--- config.mk ---
export PLATFORM = sky130hd
export DESIGN_NAME = pe_ctrl
export DESIGN_NICKNAME = d
export VERILOG_FILES = /design/src/rtl/pe_pkg.sv /design/src/rtl/pe_mac3.sv /design/src/rtl/pe_ctrl.sv
export SDC_FILE = /design/constraint.sdc
export NUM_CORES = 2
export LEC_CHECK = 0
export ABC_CLOCK_PERIOD_IN_PS = 8000
export CAP_MARGIN = 5
export CELL_PAD_IN_SITES_DETAIL_PLACEMENT = 1
export CELL_PAD_IN_SITES_GLOBAL_PLACEMENT = 1
export CORE_MARGIN = 3
export CORE_UTILIZATION = 43
export DETAILED_ROUTE_END_ITERATION = 10
export PLACE_DENSITY = 0.9
export SETUP_SLACK_MARGIN = 0.15
export SYNTH_ARGS = -nofsm -noshare
export SYNTH_HDL_FRONTEND = slang
export SYNTH_HIERARCHICAL = 1
export SYNTH_SLANG_ARGS = --single-unit
--- constraint.sdc ---
create_clock -name clk -period 8 [get_ports clk]
set_input_delay 2 -clock clk [delete_from_list [all_inputs] [get_ports clk]]
set_output_delay 2 -clock clk [all_outputs]
set_load 0.01 [all_outputs]
--- src/rtl/pe_pkg.sv ---
// ---------------------------------------------------------------------------
// pe_pkg
// Definitions shared by the processing-element controller and the PE array:
//   - pe_state_e   : controller state encoding (IDLE, COMP, OUPT)
//   - PE_* consts  : default element width and row/filter/output sizes
//   - pe_acc_width : accumulator width for a given element width
// ---------------------------------------------------------------------------
package pe_pkg;

    typedef enum logic [1:0] {
        IDLE = 2'd0,
        COMP = 2'd1,
        OUPT = 2'd2
    } pe_state_e;

    localparam int PE_INWIDTH = 16;
    localparam int PE_FIL_S   = 3;
    localparam int PE_DI_W    = 7;
    localparam int PE_DO_W    = PE_DI_W - PE_FIL_S + 1;

    // Products are 2*inwidth wide; two guard bits absorb the tap sum and psum add.
    function automatic int pe_acc_width(input int inwidth);
        return 2 * inwidth + 2;
    endfunction

endpackage

--- src/rtl/pe_mac3.sv ---
// ---------------------------------------------------------------------------
// pe_mac3
// Combinational FIL_S-tap multiply-accumulate for one output window:
//   acc = psum + sum_k filter[k] * window[k]   (all operands signed)
// Ports:
//   filter  in  FIL_S*INWIDTH  taps, tap k at [k*INWIDTH +: INWIDTH]
//   window  in  FIL_S*INWIDTH  data elements aligned with the taps
//   psum    in  INWIDTH        incoming partial sum for this window
//   acc     out AW             full-precision signed result
// ---------------------------------------------------------------------------
module pe_mac3
    import pe_pkg::*;
#(
    parameter int INWIDTH = PE_INWIDTH,
    parameter int FIL_S   = PE_FIL_S,
    parameter int AW      = pe_acc_width(PE_INWIDTH)
) (
    input  logic [FIL_S*INWIDTH-1:0] filter,
    input  logic [FIL_S*INWIDTH-1:0] window,
    input  logic [INWIDTH-1:0]       psum,
    output logic [AW-1:0]            acc
);

    localparam int PW = 2 * INWIDTH;

    logic signed [PW-1:0] prod_s [FIL_S];
    logic signed [AW-1:0] sum_s;

    // Per-tap signed products; operands are sign-extended before multiplying.
    always_comb begin
        for (int k = 0; k < FIL_S; k++) begin
            prod_s[k] = PW'($signed(filter[k*INWIDTH +: INWIDTH]))
                      * PW'($signed(window[k*INWIDTH +: INWIDTH]));
        end
    end

    // Accumulate products on top of the incoming partial sum.
    always_comb begin
        sum_s = AW'($signed(psum));
        for (int k = 0; k < FIL_S; k++) begin
            sum_s = sum_s + AW'(prod_s[k]);
        end
    end

    assign acc = sum_s;

endmodule

--- src/rtl/pe_ctrl.sv ---
// ---------------------------------------------------------------------------
// pe_ctrl
// Row-convolution PE controller. Accepts one job (filter row, data row and
// incoming partial sums), evaluates one output window per enabled cycle on a
// single shared pe_mac3, then presents the partial sums until consumed.
//
// Optional build macro:
//   PE_CTRL_SAT_EN  defined   -> results saturate to the signed INWIDTH range
//                   undefined -> results wrap (low INWIDTH bits kept)
//
// Ports:
//   clk        in   clock, rising edge
//   rst        in   synchronous reset, active low
//   en         in   global enable, 0 freezes all state and blocks handshakes
//   in_valid   in   filter_in/data_in/psum_in valid
//   in_ready   out  new job accepted (IDLE and enabled)
//   filter_in  in   FIL_S*INWIDTH, tap k at [k*INWIDTH +: INWIDTH]
//   data_in    in   DI_W*INWIDTH,  element i at [i*INWIDTH +: INWIDTH]
//   psum_in    in   DO_W*INWIDTH,  incoming partial sums
//   out_valid  out  psum_out valid (OUPT and enabled)
//   out_ready  in   consumer accepts psum_out
//   psum_out   out  DO_W*INWIDTH result partial sums, zero outside OUPT
//   busy       out  job in progress (COMP or OUPT)
//   done       out  one-cycle pulse after the output handshake
// ---------------------------------------------------------------------------
module pe_ctrl
    import pe_pkg::*;
#(
    parameter int INWIDTH = PE_INWIDTH,
    parameter int FIL_S   = PE_FIL_S,
    parameter int DI_W    = PE_DI_W,
    parameter int DO_W    = PE_DO_W
) (
    input  logic                     clk,
    input  logic                     rst,
    input  logic                     en,
    input  logic                     in_valid,
    output logic                     in_ready,
    input  logic [FIL_S*INWIDTH-1:0] filter_in,
    input  logic [DI_W*INWIDTH-1:0]  data_in,
    input  logic [DO_W*INWIDTH-1:0]  psum_in,
    output logic                     out_valid,
    input  logic                     out_ready,
    output logic [DO_W*INWIDTH-1:0]  psum_out,
    output logic                     busy,
    output logic                     done
);

    localparam int AW = pe_acc_width(INWIDTH);
    localparam int CW = (DO_W > 1) ? $clog2(DO_W) : 1;
    localparam logic [CW-1:0] LAST_WIN = CW'(DO_W - 1);

    if (DO_W != DI_W - FIL_S + 1) begin : g_do_w_check
        $error("pe_ctrl: DO_W must equal DI_W - FIL_S + 1");
    end

`ifdef PE_CTRL_SAT_EN
    localparam logic signed [AW-1:0] SAT_MAX =
        $signed({{(AW-INWIDTH+1){1'b0}}, {(INWIDTH-1){1'b1}}});
    localparam logic signed [AW-1:0] SAT_MIN =
        $signed({{(AW-INWIDTH+1){1'b1}}, {(INWIDTH-1){1'b0}}});
`endif

    // Narrow a full-precision accumulator to one INWIDTH result element.
    function automatic logic [INWIDTH-1:0] reduce_acc(input logic signed [AW-1:0] acc);
`ifdef PE_CTRL_SAT_EN
        if (acc > SAT_MAX) begin
            reduce_acc = INWIDTH'(SAT_MAX);
        end else if (acc < SAT_MIN) begin
            reduce_acc = INWIDTH'(SAT_MIN);
        end else begin
            reduce_acc = INWIDTH'(acc);
        end
`else
        reduce_acc = INWIDTH'(acc);
`endif
    endfunction

    pe_state_e                  state_r;
    pe_state_e                  next_state_s;
    logic [CW-1:0]              counter_r;
    logic [FIL_S*INWIDTH-1:0]   filter_r;
    logic [DI_W*INWIDTH-1:0]    data_r;
    logic [DO_W*INWIDTH-1:0]    psum_r;
    logic [DO_W*INWIDTH-1:0]    res_r;
    logic                       done_r;

    logic                       load_s;
    logic                       step_s;
    logic                       done_set_s;
    logic                       in_ready_s;
    logic                       out_valid_s;
    logic [FIL_S*INWIDTH-1:0]   win_s;
    logic [INWIDTH-1:0]         psum_sel_s;
    logic [AW-1:0]              acc_s;
    logic [INWIDTH-1:0]         red_s;

    // Next-state decode plus the load/step/done strobes that drive the datapath.
    always_comb begin
        next_state_s = state_r;
        load_s       = 1'b0;
        step_s       = 1'b0;
        done_set_s   = 1'b0;
        in_ready_s   = 1'b0;
        out_valid_s  = 1'b0;
        case (state_r)
            IDLE: begin
                in_ready_s = en;
                if (en && in_valid) begin
                    load_s       = 1'b1;
                    next_state_s = COMP;
                end else begin
                    next_state_s = IDLE;
                end
            end
            COMP: begin
                if (en) begin
                    step_s = 1'b1;
                    if (counter_r == LAST_WIN) begin
                        next_state_s = OUPT;
                    end else begin
                        next_state_s = COMP;
                    end
                end else begin
                    next_state_s = COMP;
                end
            end
            OUPT: begin
                out_valid_s = en;
                if (en && out_ready) begin
                    done_set_s   = 1'b1;
                    next_state_s = IDLE;
                end else begin
                    next_state_s = OUPT;
                end
            end
            default: begin
                next_state_s = IDLE;
            end
        endcase
    end

    // State register; a disabled cycle holds the current state.
    always_ff @(posedge clk) begin
        if (!rst) begin
            state_r <= IDLE;
        end else if (en) begin
            state_r <= next_state_s;
        end else begin
            state_r <= state_r;
        end
    end

    // The window slides one element per step, so window i starts at data element i.
    always_comb begin
        win_s      = data_r[int'(counter_r)*INWIDTH +: FIL_S*INWIDTH];
        psum_sel_s = psum_r[int'(counter_r)*INWIDTH +: INWIDTH];
    end

    pe_mac3 #(
        .INWIDTH (INWIDTH),
        .FIL_S   (FIL_S),
        .AW      (AW)
    ) u_mac (
        .filter  (filter_r),
        .window  (win_s),
        .psum    (psum_sel_s),
        .acc     (acc_s)
    );

    assign red_s = reduce_acc(acc_s);

    // Job operand capture, window counter and per-window result slots.
    always_ff @(posedge clk) begin
        if (!rst) begin
            filter_r  <= {(FIL_S*INWIDTH){1'b0}};
            data_r    <= {(DI_W*INWIDTH){1'b0}};
            psum_r    <= {(DO_W*INWIDTH){1'b0}};
            res_r     <= {(DO_W*INWIDTH){1'b0}};
            counter_r <= {CW{1'b0}};
        end else if (load_s) begin
            filter_r  <= filter_in;
            data_r    <= data_in;
            psum_r    <= psum_in;
            res_r     <= {(DO_W*INWIDTH){1'b0}};
            counter_r <= {CW{1'b0}};
        end else if (step_s) begin
            res_r[int'(counter_r)*INWIDTH +: INWIDTH] <= red_s;
            // Wrap back to 0 so the window select never runs past the data row.
            counter_r <= (counter_r == LAST_WIN) ? {CW{1'b0}} : counter_r + CW'(1);
        end else begin
            filter_r  <= filter_r;
            data_r    <= data_r;
            psum_r    <= psum_r;
            res_r     <= res_r;
            counter_r <= counter_r;
        end
    end

    // Completion pulse, raised for exactly the cycle after the output handshake.
    always_ff @(posedge clk) begin
        if (!rst) begin
            done_r <= 1'b0;
        end else begin
            done_r <= done_set_s;
        end
    end

    // Handshake outputs also drop while reset is asserted.
    assign in_ready  = in_ready_s & rst;
    assign out_valid = out_valid_s & rst;
    assign busy      = (state_r != IDLE);
    assign psum_out  = (state_r == OUPT) ? res_r : {(DO_W*INWIDTH){1'b0}};
    assign done      = done_r;

endmodule

# Word level (Yosys, flattened, before mapping)
# Cells that the tools add are included.
dict set report word_totals {
  output_inout_bits 84
  wordCells 45
  reg_bits 326
  in_bits 245
}
dict set report op_classes {
  n_mux 14
  n_mul 3
  n_addsub 5
  n_reduce_logical 6
  n_eq_ne 3
  n_shift 4
  bitwise_logic 3
}
# operator count
set op_table {}
lappend op_table {{indexed part select 112 x 8 -> 48 bit} 1}
lappend op_table {{bitwise mux 80 bit} 1}
lappend op_table {{two-way mux 80 bit} 1}
lappend op_table {{variable shift 16 x 33 -> 80 bit, first input constant} 1}
lappend op_table {{indexed part select 16 x 33 -> 80 bit} 1}
lappend op_table {{indexed part select 80 x 8 -> 16 bit} 1}
lappend op_table {{adder 16 bit} 3}
lappend op_table {{multiplier 16 x 16 -> 16 bit} 3}
lappend op_table {{negator 7 -> 33 bit} 1}
lappend op_table {{two-way mux 1 bit} 8}
lappend op_table {{one-hot mux 2 bit (3 select lines)} 1}
lappend op_table {{two-way mux 2 bit} 2}
lappend op_table {{adder 3 x 1 -> 3 bit, second input constant} 1}
lappend op_table {{== test 3 bit, second input constant} 1}
lappend op_table {{two-way mux 3 bit} 1}
lappend op_table {{bitwise AND 1 bit} 2}
lappend op_table {{== test 2 x 1 -> 1 bit, second input constant} 1}
lappend op_table {{== test 2 bit, second input constant} 1}
lappend op_table {{logical AND 1 bit} 2}
lappend op_table {{zero test 2 bit} 1}
lappend op_table {{AND reduction 2 bit} 1}
lappend op_table {{nonzero test 2 bit} 1}
lappend op_table {{OR reduction 2 bit} 1}
lappend op_table {{inverter 1 bit} 1}

# Depth between registers and ports, before layout
dict set report depth {
  ltp_word 7
  ltp_mapped 35
  depth_no_buf 31
}

# Cells and area by module
# Netlist, hierarchy kept.
# module instances seq_area_each_um2 cells_each area_each_um2
set modules_own_cells {}
lappend modules_own_cells {pe_mac3 1 0.0 3223 30824.6}
lappend modules_own_cells {pe_ctrl 1 6526.3 1769 15841.4}

# Least setup slack after synthesis
# No wires, ideal clock.
dict set report synth_path {
  path_type {flip-flop to flip-flop}
  startpoint {reg counter_r[0]}
  endpoint {reg res_r[79]}
  arrival_ns 8.017
  required_time_ns 7.927
  setup_time_ns 0.073
  period_less_slack_ns 8.090
  path_stages_with_launch 34
  path_buffers 5
  path_slack_ns -0.090
  path_cell_list {dfxtp_1 > buf_2 > buf_6 > buf_4 > buf_4 > mux2i_1 > o22ai_1 > clkbuf_1 > nand2_1 > fa_1 > inv_1 > fa_1 > inv_1 > fa_1 > inv_1 > fa_1 > inv_1 > fa_1 > inv_1 > fa_1 > fa_1 > inv_1 > fa_1 > fa_1 > inv_1 > ha_1 > o21ai_0 > a32oi_2 > o211ai_1 > a21boi_0 > nor2_1 > xnor2_1 > nand4b_1 > mux2i_1}
}
dict set report synth_via {
  elab_cells_between_ends 12
  cone_classes {add/sub (4); mul (3); shift (4); mux (1)}
}
# item line_no
set synth_lines {}
lappend synth_lines {{from (decl)} pe_ctrl.sv:81} ;# logic [CW-1:0] counter_r;
lappend synth_lines {{from (signal assigned)} pe_ctrl.sv:180} ;# counter_r <= {CW{1'b0}};
lappend synth_lines {{from (signal assigned)} pe_ctrl.sv:186} ;# counter_r <= {CW{1'b0}};
lappend synth_lines {{from (signal assigned)} pe_ctrl.sv:190} ;# counter_r <= (counter_r == LAST_WIN) ? {CW{1'b0}} : counter_r + CW'(1);
lappend synth_lines {{indexed part select 112 x 8 -> 48 bit} pe_ctrl.sv:156} ;# win_s = data_r[int'(counter_r)*INWIDTH +: FIL_S*INWIDTH];
lappend synth_lines {{net win_s[32]} pe_ctrl.sv:93} ;# logic [FIL_S*INWIDTH-1:0] win_s;
lappend synth_lines {{multiplier 16 x 16 -> 16 bit} pe_mac3.sv:33} ;# * PW'($signed(window[k*INWIDTH +: INWIDTH]));
lappend synth_lines {{adder 16 bit} pe_mac3.sv:41} ;# sum_s = sum_s + AW'(prod_s[k]);
lappend synth_lines {{net acc_s[15]} pe_ctrl.sv:95} ;# logic [AW-1:0] acc_s;
lappend synth_lines {{indexed part select 16 x 33 -> 80 bit} pe_ctrl.sv:188} ;# res_r[int'(counter_r)*INWIDTH +: INWIDTH] <= red_s;
lappend synth_lines {{bitwise mux 80 bit} pe_ctrl.sv:188}
lappend synth_lines {{to (signal assigned)} pe_ctrl.sv:185} ;# res_r <= {(DO_W*INWIDTH){1'b0}};
lappend synth_lines {{to (signal, indexed assignment)} pe_ctrl.sv:188}
lappend synth_lines {{to (signal assigned)} pe_ctrl.sv:195} ;# res_r <= res_r;
lappend synth_lines {{to (decl)} pe_ctrl.sv:85} ;# logic [DO_W*INWIDTH-1:0] res_r;
# The timed path passes the listed nets, and every way through them passes these cells.
# A chain may end at the register's enable or synchronous reset.

# Final worst setup path
dict set report layout_path {
  startpoint {reg counter_r[0]}
  endpoint {reg res_r[47]}
}
dict set report layout_via {
  elab_chain_len 7
  elab_cells_between_ends 12
  cone_classes {add/sub (4); mul (3); shift (4); mux (1)}
}
# item line_no
set layout_rtl {}
lappend layout_rtl {{indexed part select 112 x 8 -> 48 bit} pe_ctrl.sv:156}
lappend layout_rtl {{net win_s[1]} pe_ctrl.sv:93}
lappend layout_rtl {{multiplier 16 x 16 -> 16 bit} pe_mac3.sv:33}
lappend layout_rtl {{adder 16 bit (3 in series)} pe_mac3.sv:41}
lappend layout_rtl {{net acc_s[15]} pe_ctrl.sv:95}
lappend layout_rtl {{indexed part select 16 x 33 -> 80 bit} pe_ctrl.sv:188}
lappend layout_rtl {{bitwise mux 80 bit} pe_ctrl.sv:188}
# The timed path passes the listed nets, and every way through them passes these cells.

==> flow_summary.json <==
{
  "status": "finished with violations",
  "violations": "setup timing",
  "met3_length_microns": 9524,
  "coreArea_sq_um": 66450,
  "antenna_found_initial": 4,
  "drive_gt1_share_pct": 13.39,
  "cts-root-buf": "clkbuf_16",
  "clkSinkCount": 326,
  "grt-ovfl-total": 0,
  "grt_start_max_net_pins": 221,
  "clockBufferDepth": 3,
  "setup_tns_ns": -20.70,
  "num_io_pins": 329,
  "max_cap_violations": 0,
  "powerDensity_nw_per_um2": 132.7,
  "synth.avg_cell_area_sq_um": 8.964,
  "max-vdd-ir-drop_mv": 0.1493,
  "grt_pass1_wl_microns": 173300,
  "holdCritPathClass": "register to register",
  "hold_viol": 0,
  "place.gp.congestion": 0.9434,
  "first_global_vias": 28530,
  "hold_buffers": 0,
  "finalSetupViolCount": 39,
  "viasPerCell": 5.883,
  "wl_per_cell_microns": 28.08,
  "die_area_sq_um": 70840,
  "worstSetupPathType": "register to register",
  "dr_wl_met2_microns": 59530,
  "cts_tree": "built",
  "portBuffers": 328,
  "track_usage_pct": 32.05,
  "fin_nets": 4315,
  "crit_path_frequent_cell": "fa_1",
  "start_util_pct": 43.80,
  "detail-route-antenna-nets": 0,
  "placed_area_sq_um": 33770,
  "hpwl_microns": 83950,
  "startpoint_type": "register",
  "p_leak_nw": 15.93,
  "cp.arrival_ns": 9.61,
  "stdcell_area_sq_um": 35890,
  "timing.final.ws_setup_ns": -1.189,
  "routed_wl_microns": 125300,
  "slowest_stage": "fa_1",
  "clk-insertion-delay-late_ns": 0.59,
  "cts-buffers-inserted": 37,
  "rows": 94,
  "drc": 0,
  "grt_setup_unrepaired": "true",
  "drv_slew": 0,
  "vias": 26250,
  "place_inst": 4361,
  "wl_met1_microns": 43420,
  "slew_headroom_pct": 21.79,
  "dr.pass1.iters": 6,
  "syn_area_sq_um": 29110,
  "h-tree-depth": 2,
  "ys_warn_count": 6,
  "critical-path-max-stage-delay_ns": 0.57,
  "finalCritPeriodShare_pct": 114.9,
  "drt_iter0_markers": 2362,
  "p_total_w": 0.004764,
  "clk_pin_slew_ns": 0.07,
  "area_growth_syn_to_layout_pct": 23.31,
  "die_x_microns": 266.2,
  "finalCriticalPeriod_ns": 9.189,
  "finish.utilization_pct": 54.01,
  "cp_data_required_time_ns": 8.42,
  "fillers": 7454,
  "synthCells": 3247,
  "cp-end-kind": "register",
  "dieHeight_microns": 266.2,
  "worstMarginPinSlew_ns": 1.173,
  "finalClockSkew_ns": 0.04245,
  "syn-num-nets": 3998,
  "maxUsedRoutingLayer": "met4",
  "finalNonFillerCells": 4461,
  "path_max_fanout": 8,
  "fmax_mhz": 108.8
}
==> through the flow <==
step	worst slack [ns]	hold slack (ns)
6_report	-1.189	0.4489
5_1_grt	-1.261	0.4673
4_1_cts	-0.4946	0.4533
3_5_place_dp	-0.6510	0.4457
3_3_place_gp	-0.1276	0.4385
2_1_floorplan	0.1500	0.4319
==> per-layer routing <==
metal | up-vias | global-route usage, %
met5 | - | 0
met1 | 13090 | 36.17
met2 | 1666 | 54.90
met4 | 0 | 23.22
li1 | 10770 | -
met3 | 712 | 5.522
==> layout by cell type, fill, tap and decap left out, types with 7 or more instances in the layout <==
| cell type | n |
|---|---|
| nand3_1 | 99 |
| a21boi_1 | 241 |
| and2_4 | 7 |
| nor2_2 | 8 |
| a22o_1 | 17 |
| fa_2 | 13 |
| inv_2 | 17 |
| mux2i_1 | 103 |
| clkbuf_8 | 12 |
| and2_1 | 299 |
| nand4b_1 | 16 |
| mux4_2 | 49 |
| nand2_1 | 682 |
| clkbuf_16 | 38 |
| inv_1 | 415 |
| buf_4 | 175 |
| ha_1 | 147 |
| fa_1 | 336 |
| o21ai_1 | 9 |
| buf_12 | 10 |
| a221oi_1 | 9 |
| clkdlybuf4s50_1 | 327 |
| a21oi_1 | 7 |
| o21ai_2 | 12 |
| mux2_2 | 31 |
| buf_6 | 16 |
| clkinv_2 | 8 |
| a22oi_1 | 15 |
| ha_4 | 8 |
| dfxtp_1 | 324 |
| o22ai_1 | 8 |
| nor2_1 | 23 |
==> final cells by class <==
class                      count  area (sq um)  area share [%]
timing repair buffer         531          5011           13.96
multi-input combinational   2236         20380           56.78
sequential                   326          6534           18.21
tap                          864          1081           3.012
clock inverter                15         135.1          0.3765
inverter                     432          1622           4.518
antenna                        4         10.01         0.02789
clock buffer                  53          1117           3.113
==> power breakdown <==
| part | switching [W] | internal, W |
|---|---|---|
| logic | 0.000660 | 0.000536 |
| registers | 0.0000892 | 0.00168 |
| clock network | 0.000776 | 0.00102 |
| total | 0.00153 | 0.00324 |
==> what timing repair did <==
action / CTS / global route
buffers inserted: 23 / 5
pin swaps: 37 / 15
hold endpoints to repair: 0 / 0
setup endpoints to repair: 39 / 43
gates resized for setup: 107 / 47
==> path summary, 6_finish.rpt <==
| kind | endpoint | slack, ns | start | depth (start not counted) |
|---|---|---|---|---|
| worst min-delay path | psum_r[40] | 0.45 | psum_r[40] | 2 |
| worst max-delay path | res_r[47] | -1.19 | counter_r[0] | 32 |
| worst min register to register | psum_r[40] | 0.45 | psum_r[40] | 2 |
| worst max register to register | res_r[47] | -1.19 | counter_r[0] | 32 |
==> critical path, delay by kind of cell (launching register included) <==
| family | cells | cell delay [ns] |
|---|---|---|
| AO/OA/AOI/OAI | 4 | 0.62 |
| XOR/XNOR | 1 | 0.16 |
| adder cells (fa/ha/maj) | 10 | 4.64 |
| buffers and inverters | 10 | 1.23 |
| flip-flops | 1 | 0.42 |
| multiplexers | 1 | 0.52 |
| AND/OR/NAND/NOR | 6 | 1.44 |
==> state kept, by name, summed over array words and instances, names as in the netlist <==
name       count
counter_r      3
data_r       112
done           1
filter_r      48
psum_r        80
res_r         80
state_r        2
No activity file was read; power rests on OpenSTA's default activity.
